`src/rtl/inst_sram_fetch_ctrl_pkg.sv`:
```
// Shared types and constants for the uncached instruction fetch sequencer.
package inst_sram_fetch_ctrl_pkg;

    typedef enum logic [1:0] {
        IDLE = 2'd0,
        REQ  = 2'd1,
        WAIT = 2'd2,
        HOLD = 2'd3
    } fetch_state_e;

    localparam logic [31:0] INST_ADDR_RST = 32'h0;

endpackage

```
`src/rtl/inst_sram_fetch_ctrl_if.sv`:
```
// SRAM-like instruction bus between the fetch sequencer (master) and memory (slave).
interface inst_sram_fetch_ctrl_if;

    logic        inst_req;
    logic [31:0] inst_addr;
    logic        inst_addr_ok;
    logic        inst_data_ok;
    logic [31:0] inst_bus_rdata;

    modport master (
        output inst_req,
        output inst_addr,
        input  inst_addr_ok,
        input  inst_data_ok,
        input  inst_bus_rdata
    );

    modport slave (
        input  inst_req,
        input  inst_addr,
        output inst_addr_ok,
        output inst_data_ok,
        output inst_bus_rdata
    );

endinterface

```
`src/rtl/inst_sram_fetch_ctrl.sv`:
```
// Uncached instruction fetch sequencer: one outstanding bus read, word held until consumed.
// Define INST_FETCH_BYPASS_EN to forward bus data to the stage in the data_ok cycle.
//
// state | meaning
// IDLE  | no transaction
// REQ   | inst_req high, waiting for addr_ok
// WAIT  | address accepted, waiting for data_ok
// HOLD  | word buffered, inst_valid high
module inst_sram_fetch_ctrl
    import inst_sram_fetch_ctrl_pkg::*;
(
    input  logic                          clk,
    input  logic                          reset,
    input  logic [31:0]                   pc,
    input  logic                          fetch_en,
    input  logic                          advance,
    input  logic                          flush,
    output logic                          inst_valid,
    output logic [31:0]                   inst_rdata,
    output logic                          busy,
    output logic [31:0]                   perf_fetch_cnt,
    inst_sram_fetch_ctrl_if.master        bus
);

    localparam logic [1:0] S_IDLE = IDLE;
    localparam logic [1:0] S_REQ  = REQ;
    localparam logic [1:0] S_WAIT = WAIT;
    localparam logic [1:0] S_HOLD = HOLD;

    logic [1:0]  state_q, state_d;
    logic        drop_q, drop_d;
    logic [31:0] addr_q, addr_d;
    logic [31:0] buf_q, buf_d;
    logic [31:0] cnt_q, cnt_d;

    always_comb begin
        state_d = state_q;
        drop_d  = drop_q;
        addr_d  = addr_q;
        buf_d   = buf_q;
        cnt_d   = cnt_q;
        case (state_q)
            S_IDLE: begin
                if (fetch_en && !flush) begin
                    state_d = S_REQ;
                    addr_d  = pc;
                end
            end
            S_REQ: begin
                // The request must stay up until accepted; a flush only marks it for discard.
                if (flush) drop_d = 1'b1;
                if (bus.inst_addr_ok) state_d = S_WAIT;
            end
            S_WAIT: begin
                if (bus.inst_data_ok) begin
                    if (drop_q || flush) begin
                        state_d = S_IDLE;
                        drop_d  = 1'b0;
                    end else begin
                        buf_d = bus.inst_bus_rdata;
`ifdef INST_FETCH_BYPASS_EN
                        if (advance) begin
                            state_d = S_IDLE;
                            cnt_d   = cnt_q + 32'd1;
                        end else begin
                            state_d = S_HOLD;
                        end
`else
                        state_d = S_HOLD;
`endif
                    end
                end else if (flush) begin
                    drop_d = 1'b1;
                end
            end
            S_HOLD: begin
                if (flush) begin
                    state_d = S_IDLE;
                end else if (advance) begin
                    state_d = S_IDLE;
                    cnt_d   = cnt_q + 32'd1;
                end
            end
            default: state_d = S_IDLE;
        endcase
    end

    always_ff @(posedge clk) begin
        if (reset) begin
            state_q <= S_IDLE;
            drop_q  <= 1'b0;
            addr_q  <= INST_ADDR_RST;
            buf_q   <= 32'h0;
            cnt_q   <= 32'h0;
        end else begin
            state_q <= state_d;
            drop_q  <= drop_d;
            addr_q  <= addr_d;
            buf_q   <= buf_d;
            cnt_q   <= cnt_d;
        end
    end

`ifdef INST_FETCH_BYPASS_EN
    logic bypass_hit;
    assign bypass_hit = (state_q == S_WAIT) && bus.inst_data_ok && !drop_q && !flush;
    assign inst_valid = (state_q == S_HOLD) || bypass_hit;
    assign inst_rdata = bypass_hit ? bus.inst_bus_rdata : buf_q;
`else
    assign inst_valid = (state_q == S_HOLD);
    assign inst_rdata = buf_q;
`endif

    assign busy           = (state_q == S_REQ) || (state_q == S_WAIT);
    assign bus.inst_req   = (state_q == S_REQ);
    assign bus.inst_addr  = addr_q;
    assign perf_fetch_cnt = cnt_q;

endmodule

```
`src/flat_wrapper.sv`:
```
// flat-port wrapper written by rule: the top's interface ports become plain ports
module inst_sram_fetch_ctrl_flat import inst_sram_fetch_ctrl_pkg::*;
  (clk, reset, pc, fetch_en, advance, flush, inst_valid, inst_rdata, busy, perf_fetch_cnt, bus_inst_req, bus_inst_addr, bus_inst_addr_ok, bus_inst_data_ok, bus_inst_bus_rdata);
  inst_sram_fetch_ctrl_if bus_i ();
  input  logic clk;
  input  logic reset;
  input  logic [31:0] pc;
  input  logic fetch_en;
  input  logic advance;
  input  logic flush;
  output logic inst_valid;
  output logic [31:0] inst_rdata;
  output logic busy;
  output logic [31:0] perf_fetch_cnt;
  output wire logic [$bits(bus_i.inst_req)-1:0] bus_inst_req;
  output wire logic [$bits(bus_i.inst_addr)-1:0] bus_inst_addr;
  input wire logic [$bits(bus_i.inst_addr_ok)-1:0] bus_inst_addr_ok;
  input wire logic [$bits(bus_i.inst_data_ok)-1:0] bus_inst_data_ok;
  input wire logic [$bits(bus_i.inst_bus_rdata)-1:0] bus_inst_bus_rdata;
  assign bus_inst_req = bus_i.inst_req;
  assign bus_inst_addr = bus_i.inst_addr;
  assign bus_i.inst_addr_ok = bus_inst_addr_ok;
  assign bus_i.inst_data_ok = bus_inst_data_ok;
  assign bus_i.inst_bus_rdata = bus_inst_bus_rdata;
  inst_sram_fetch_ctrl u_core (.clk(clk), .reset(reset), .pc(pc), .fetch_en(fetch_en), .advance(advance), .flush(flush), .inst_valid(inst_valid), .inst_rdata(inst_rdata), .busy(busy), .perf_fetch_cnt(perf_fetch_cnt), .bus(bus_i));
endmodule
```
`config.mk`:
```
export PLATFORM = sky130hd
export DESIGN_NAME = inst_sram_fetch_ctrl_flat
export DESIGN_NICKNAME = d
export VERILOG_FILES = /design/src/rtl/inst_sram_fetch_ctrl_pkg.sv /design/src/rtl/inst_sram_fetch_ctrl_if.sv /design/src/rtl/inst_sram_fetch_ctrl.sv /design/src/flat_wrapper.sv
export SDC_FILE = /design/constraint.sdc
export NUM_CORES = 1
export LEC_CHECK = 0
export CELL_PAD_IN_SITES_DETAIL_PLACEMENT = 2
export CELL_PAD_IN_SITES_GLOBAL_PLACEMENT = 2
export CORE_MARGIN = 4
export CORE_UTILIZATION = 23
export CTS_CLUSTER_SIZE = 10
export DETAILED_ROUTE_END_ITERATION = 6
export GPL_TIMING_DRIVEN = 1
export PLACE_DENSITY_LB_ADDON = 0.1
export SLEW_MARGIN = 20
export SYNTH_ARGS = -nofsm -noshare
export SYNTH_HDL_FRONTEND = slang
export SYNTH_SLANG_ARGS = --single-unit
```
`constraint.sdc`:
```
create_clock -name clk -period 2.15 [get_ports clk]
set_input_delay 0.3225 -clock clk [delete_from_list [all_inputs] [get_ports clk]]
set_output_delay 0.3225 -clock clk [all_outputs]
set_load 0.01 [all_outputs]
```
==> results.md, run 1 <==
* Critical path class: flip-flop to flip-flop
* Die width at between 100 and 150 um
* Register Area at 1983 um^2
* Hold-fix buffers at CTS at 0
* Fin nets at between 700 and 800
* CP Capture Type: flip-flop
* Top FF cell, synth: dfxtp_1
* Final hold slack at between 400 and 500 ps
* H-Tree Depth at 3
* Largest net degree at the start of global routing at between 60 and 70
* Min-delay worst type: flip-flop to flip-flop
* Area contributors post-synth: dfxtp_1, nand2_1, a21oi_1
* DRT iter0 DRCs at approximately 110
* Cell area after synthesis at between 4000 and 5000 um^2
* Num CTS Buffers at 9
* WL/cell at between 15 and 20 um
* TritonRoute pass-1 iters at 4
* Total global routing overflow at 0
* Drc violations at 0
* CTS tree: yes
* Setup Skew at approximately 8.0 ps
* Worst setup SP type: flip-flop
* Sequential share of the synthesized area at between 40% and 50%
* Layout area overhead at 60.99%
* Cell Rows at 47
* Crit path DAT at 2200 ps
* Busiest grt layer: met2
* Detailed Route WL at roughly 15 mm
* First-pass GRT wire length at 24.57 mm
* Skew-Pair Late Insertion Delay at between 300 and 400 ps
* Footprint of the multi-input gates at ~1900 um^2
* Setup-failing EPs final at 0
* P_leak at 2.216 nW
* Yosys synthesis warning count at 0
* Pwr Density at ~710 nW/um^2
* Post-route ant nets at 0
* Yosys top cell by area: dfxtp_1
* Most frequent cells after synthesis: nand2_1, dfxtp_1, a21oi_1, clkbuf_1, nor2_1
* Post-synthesis cell type count at 39
* Slew Viols, Final at 0
* Min cycle time layout at slightly below 2000 ps
* DIE AREA at slightly below 20000 um^2
* Slew @ Worst Pin at a little over 700 ps
* GRT Total Usage at between 10% and 20%
* Clock slew at reported path FFs at approximately 70 ps
* Final Util at 38.35%
* Met3 usage at under 10%
* Die height at around 140 um
* Count leader, synth: nand2_1
* Post-Syn Nets at approximately 570
* Initial antenna violation count at 0
* GPL Wtd Cong at roughly 0.72
* GR Util met2 at between 20% and 30%
* Area of the core at between 15000 and 20000 um^2
* Slew margin rel. at between 50% and 60%
* Run status: completed
* Sink Count at 99
* Total Power at roughly 4.6 mW
* Placed insts at slightly below 900
* # fillers at about 1900
* Vias per cell at approximately 4.6
* Synthesized area per cell at between 8 and 9 um^2
* Root Buffer: clkbuf_16
* CP max FO at 7
* Max-Cap Viols at 0
* Final Hold Viols at 0
* HPWL after DPL at 11.13 mm
* Buffers on Ports at about 170
* Total number of vias at 4197
* GR Util met1 at 17.82%
* CP required at between 2000 and 2500 ps
* IO Count at 170
* Initial core utilization at 23.82%
* Syn Inst Count at 495
* Fin cells at approximately 900
* Synth Register Bits at between 90 and 100
* Share of cells above drive strength 1 at 8.798%
* Yosys top cell area share at around 49%
* Clock tree buffer depth at 2
* Tcrit/Tclk final at 91.92%
* Peak supply drop at 0.4542 mV
* Maximum clock rate at between 500 and 600 MHz
* Vias in the first global route at between 4000 and 5000
* Number of enable flip-flop cells after synthesis at 0
* Ys async rst share at 0%
layout by cell type, fill, tap and decap left out, types with 3 or more instances in the layout:
cell type        netlist  routed
clkdlybuf4s50_1        0     167
nand2_1              148     148
dfxtp_1               99      98
a21oi_1               80      80
buf_4                  0      26
nor2_1                21      20
or4_1                 11      11
nor2b_1               11      11
nand3_1               10      10
clkbuf_16              0       9
o31ai_1                8       8
nand4_1                7       7
xnor2_1                7       7
nor3_1                 6       6
mux2_2                 6       6
o21ai_0                6       6
inv_1                  5       5
nor4_1                 5       5
or3_1                  5       5
and4_1                 4       4
ha_1                   5       4
buf_12                 0       4
and3_1                 3       3
clkinv_2               0       3
path summary, 6_finish.rpt:
| kind | to | cells past startpoint | startpoint | slack (ps) |
|---|---|---|---|---|
| max reg2reg | u_core.perf_fetch_cnt[28]$_SDFFE_PP0P_ | 4 | u_core.perf_fetch_cnt[9]$_SDFFE_PP0P_ | 170 |
| min | u_core.bus.inst_addr[21]$_SDFFE_PP0P_ | 2 | u_core.bus.inst_addr[21]$_SDFFE_PP0P_ | 450 |
| max | u_core.perf_fetch_cnt[28]$_SDFFE_PP0P_ | 4 | u_core.perf_fetch_cnt[9]$_SDFFE_PP0P_ | 170 |
| min reg2reg | u_core.bus.inst_addr[21]$_SDFFE_PP0P_ | 2 | u_core.bus.inst_addr[21]$_SDFFE_PP0P_ | 450 |
state kept, by name, indices dropped and copies added (netlist names):
register / cells
u_core.inst_rdata: 32
u_core.perf_fetch_cnt: 32
u_core.drop_q: 1
u_core.bus.inst_addr: 32
u_core.state_q: 2
report_power, final:
part / internal (mW) / switching, mW / total, mW
logic: 0.501 / 0.459 / 0.960
registers: 1.94 / 0.0655 / 2.01
clock network: 0.929 / 0.709 / 1.64
cell families after synthesis:
kind of cell,synth area share [%]
and+or+nand+nor,28.73
muxes,1.967
adders and majority gates,1.562
AOI/OAI and AO/OA,13.21
xor gates and xnor gates,1.968
DFF,49.47
buffers and inverters,3.092
cell type report:
type / instances / share of cell area, %
diodes: 1 / 0.03880
clock inverters: 5 / 0.8147
flip-flops and latches: 99 / 30.75
repair buffers: 198 / 30.38
multi-input cells: 364 / 29.70
well taps: 220 / 4.268
inverters: 5 / 0.2910
clock buffers: 11 / 3.763
worst max-delay path, cell delays in order, from the launching register on:
cell and delay (ps):
dfxtp_1 440, nand4_1 240, or4_1 590, nor4_1 220, mux2_1 370
through the flow:
stage	instance area, um^2	setup WS [ps]	TNS (ps)
2_1_floorplan	4006	222.2	0
3_3_place_gp	6128	-62.18	-89.44
3_5_place_dp	6128	-215.4	-499.8
4_1_cts	6426	13.13	0
5_1_grt	6447	-10.20	-10.20
6_report	6450	173.8	0
routing by layer:
layer	vias to the layer above	part of all wire [%]
met3	13	9.1
met4	0	1.3
met5	-	0
met2	106	48
met1	2031	41
li1	2047	-
what timing repair did:
item / 4_1_cts / 5_1_grt
setup endpoints to repair: 1 / 4
cloned: 0 / 0
resized for setup: 1 / 3
pin swaps: 0 / 1
buffers inserted: 0 / 1
Power figures use the tool's default switching activity.
==> run 2, diff against run 1 <==
==> constraint.sdc (replaced) <==
create_clock -name clk -period 2.15 [get_ports clk]
set_input_delay 0.3225 -clock clk [delete_from_list [all_inputs] [get_ports clk]]
set_output_delay 0.3225 -clock clk [all_outputs]
set_load 0.005 [all_outputs]
==> results.md, run 2 (synthesized netlist as in run 1, its figures left out) <==
* Sw Ratio at 27.43% (+0.66 points)
* Num CTS Buffers at 9 (unchanged)
* CP Capture Type: flip-flop
* Largest net degree at the start of global routing at 66 (unchanged)
* CP required at 2430 ps (+60 ps)
* Initial core utilization at 23.82% (unchanged)
* Hold Path Sink: u_core.bus.inst_addr[18]$_SDFFE_PP0P_
* H-Tree Depth at 3 (unchanged)
* Setup Skew at 6.819 ps (-1.148 ps)
* RR Startpoint: u_core.state_q[1]$_SDFFE_PP0P_
* Post-route ant nets at 0 (unchanged)
* Final hold slack at 456.6 ps (+3.065 ps)
* CP max stage cell: or4_1
* Share of cells above drive strength 1 at 8.529% (-0.27 points)
* Unrepaired setup endpoints after global routing: false
* Total number of vias at 4204 (+0.17%)
* Tcrit/Tclk final at 92.34% (+0.43 points)
* Slew Viols, Final at 0 (unchanged)
* Total global routing overflow at 0 (unchanged)
* Net load switching power at 1.214 mW (-1.6%)
* Buffers on Ports at 169 (unchanged)
* Sink Count at 99 (unchanged)
* Die height at 140.0 um (unchanged)
* Hold path start: u_core.bus.inst_addr[18]$_SDFFE_PP0P_
* Int Pwr at 3.211 mW (-4.8%)
* Setup-failing EPs final at 0 (unchanged)
* Worst Setup SP: u_core.state_q[1]$_SDFFE_PP0P_
* FF-to-FF setup slack at 160 ps (about the same)
* Skew-Pair Late Insertion Delay at 350 ps (about the same)
* Critical path class: flip-flop to flip-flop
* Total Power at 4.424 mW (-4.0%)
* Max-Cap Viols at 0 (unchanged)
* GPL Wtd Cong at 0.7116 (-0.48%)
* CP max FO at 6 (-1)
* Final Hold Viols at 0 (unchanged)
* Root Buffer: clkbuf_16
* Layout area overhead at 59.74%
* Min-delay worst type: flip-flop to flip-flop
* CP max stage delay at 480 ps (-110 ps)
* Commonest cells after routing, fill and taps aside: clkdlybuf4s50_1, nand2_1, dfxtp_1
* Hold-fix buffers at CTS at 0 (unchanged)
* Worst r2r dst: u_core.perf_fetch_cnt[24]$_SDFFE_PP0P_
* Run status: completed
* Crit path DAT at 2260 ps (+60 ps)
* IO Count at 170 (unchanged)
* Power share of the combinational group at 20.5% (-0.3 points)
* DIE AREA at 19590 um^2 (unchanged)
* CP Cell Sequence: ha_2 -> nand4b_2 -> or4_1 -> buf_4 -> or3_1 -> a21oi_1
* Sequential group share of total power at 45.4% (+1.8 points)
* Peak supply drop at 0.4049 mV (-11%)
* Min cycle time layout at 1985 ps (+9.163 ps)
* Slew margin rel. at 52.69% (+0.72 points)
* Maximum clock rate at 503.7 MHz (-0.46%)
* CTS tree: yes
* GRT Total Usage at 15.75% (+0.37 points)
* TritonRoute pass-1 iters at 4 (unchanged)
* WL/cell at 16.95 um (+2.2%)
* First-pass GRT wire length at 25.00 mm (+1.7%)
* Clock tree buffer depth at 2 (unchanged)
* Initial antenna violation count at 0 (unchanged)
* Detailed Route WL at 15.25 mm (+1.8%)
* Clock slew at reported path FFs at 70 ps (about the same)
* Vias per cell at 4.671 (+0.50%)
* Clock Power Share at 34.1% (-1.5 points)
* HPWL after DPL at 11.20 mm (+0.63%)
* Commonest non-fill, non-tap cell in the layout: clkdlybuf4s50_1
* P_leak at 2.185 nW (-1.4%)
* Drc violations at 0 (unchanged)
* Vias in the first global route at 4706 (+2.2%)
* Worst setup SP type: flip-flop
* N_diodes at 0 (-1)
* Slew @ Worst Pin at 709.6 ps (-10.75 ps)
* Fin nets at 751 (-0.27%)
* Worst reg-to-reg path cell count at 6 (+2)
* Pwr Density at 691.3 nW/um^2 (-3.2%)
* Die width at 140.0 um (unchanged)
* Area of the core at 16820 um^2 (unchanged)
* Cell Rows at 47 (unchanged)
* Worst hold path cell count at 2 (unchanged)
* DRT iter0 DRCs at 164 (+53%)
==> run 2: changes by cell type in the layout (fill, tap and decap cells not counted) <==
| cell | previous run | this run |
|---|---|---|
| clkbuf_1 | 1 | 2 |
| diode_2 | 1 | 0 |
| ha_4 | 1 | 0 |
| dfxtp_2 | 1 | 0 |
| nor3_2 | 0 | 1 |
| dfxtp_1 | 98 | 99 |
| nor3_1 | 6 | 5 |
| clkinvlp_4 | 1 | 2 |
| ha_2 | 0 | 1 |
| buf_4 | 26 | 24 |
| clkbuf_8 | 1 | 0 |
| bufinv_16 | 1 | 0 |
| nor4_2 | 0 | 1 |
| nor4_1 | 5 | 4 |
==> run 2: per-stage QoR <==
step	setup TNS, ps	std cells	setup slack (ps)	util [%]	instance area, um^2
6_report	0	900	164.6	38.05	6400
5_1_grt	0	900	9.835	38.05	6400
4_1_cts	0	900	32.53	37.96	6384
3_5_place_dp	-408.1	884	-104.8	36.39	6121
3_3_place_gp	-106.6	884	-65.11	36.39	6121
2_1_floorplan	0	495	267.0	-	4006
==> run 2: how the worst max path moves through the flow <==
stage                                                   endpoint  slack [ps]  cells after the start
after detailed placement  u_core.perf_fetch_cnt[28]$_SDFFE_PP0P_        -100                      5
after global routing      u_core.perf_fetch_cnt[24]$_SDFFE_PP0P_          10                      6
final                     u_core.perf_fetch_cnt[24]$_SDFFE_PP0P_         160                      6
after CTS                                                   busy          30                      3
after floorplan           u_core.perf_fetch_cnt[11]$_SDFFE_PP0P_         270                      5
after global placement    u_core.perf_fetch_cnt[16]$_SDFFE_PP0P_         -70                      6
==> run 2: timing repair <==
| item | in CTS | in global routing |
|---|---|---|
| hold endpoints to repair | 0 | 0 |
| setup buffers | 0 | 0 |
| resized for setup | 0 | 4 |
| endpoints found under the setup margin | 0 | 4 |
==> run 2: metal layers <==
layer | track usage [%] | share of wire, %
met3 | 7.157 | 9.1
met1 | 18.37 | 42
met5 | 0 | 0
met2 | 26.39 | 48
met4 | 4.029 | 1.1
==> run 2: final cells by class <==
| type | instances | area, um^2 |
|---|---|---|
| clock inverters | 5 | 30.03 |
| inverters | 5 | 18.77 |
| multi-input cells | 364 | 1917 |
| clock buffers | 11 | 232.7 |
| fillers | 1906 | 10420 |
| repair buffers | 196 | 1944 |
| flip-flops and latches | 99 | 1982 |
| well taps | 220 | 275.3 |
==> run 2: worst max-delay path: cells and delay by family, from the launching register on <==
family          cells  cell delay [ps]
flops               1              400
buf+inv             1              170
fa+ha+maj           1              260
compound gates      1              140
simple gates        3              930
==> run 2: power groups by stage <==
| stage | Combinational (mW) | Sequential (mW) | Clock, mW |
|---|---|---|---|
| finish | 0.909 | 2.01 | 1.51 |
| global route | 1.01 | 2.02 | 1.68 |
| CTS | 0.938 | 2.01 | 1.59 |
| detailed placement | 0.933 | 2.05 | 0 |
| global placement | 0.888 | 2.04 | 0 |
| floorplan | 0.358 | 2.05 | 0 |
==> run 3, diff against run 2 <==
--- a/config.mk
+++ b/config.mk
@@ -9,6 +9,7 @@
 export CELL_PAD_IN_SITES_GLOBAL_PLACEMENT = 2
 export CORE_MARGIN = 4
 export CORE_UTILIZATION = 23
+export CTS_CLUSTER_DIAMETER = 200
 export CTS_CLUSTER_SIZE = 10
 export DETAILED_ROUTE_END_ITERATION = 6
 export GPL_TIMING_DRIVEN = 1
==> results of run 3 <==
No change in the layout: final DEF, timing and power equal those of run 2.
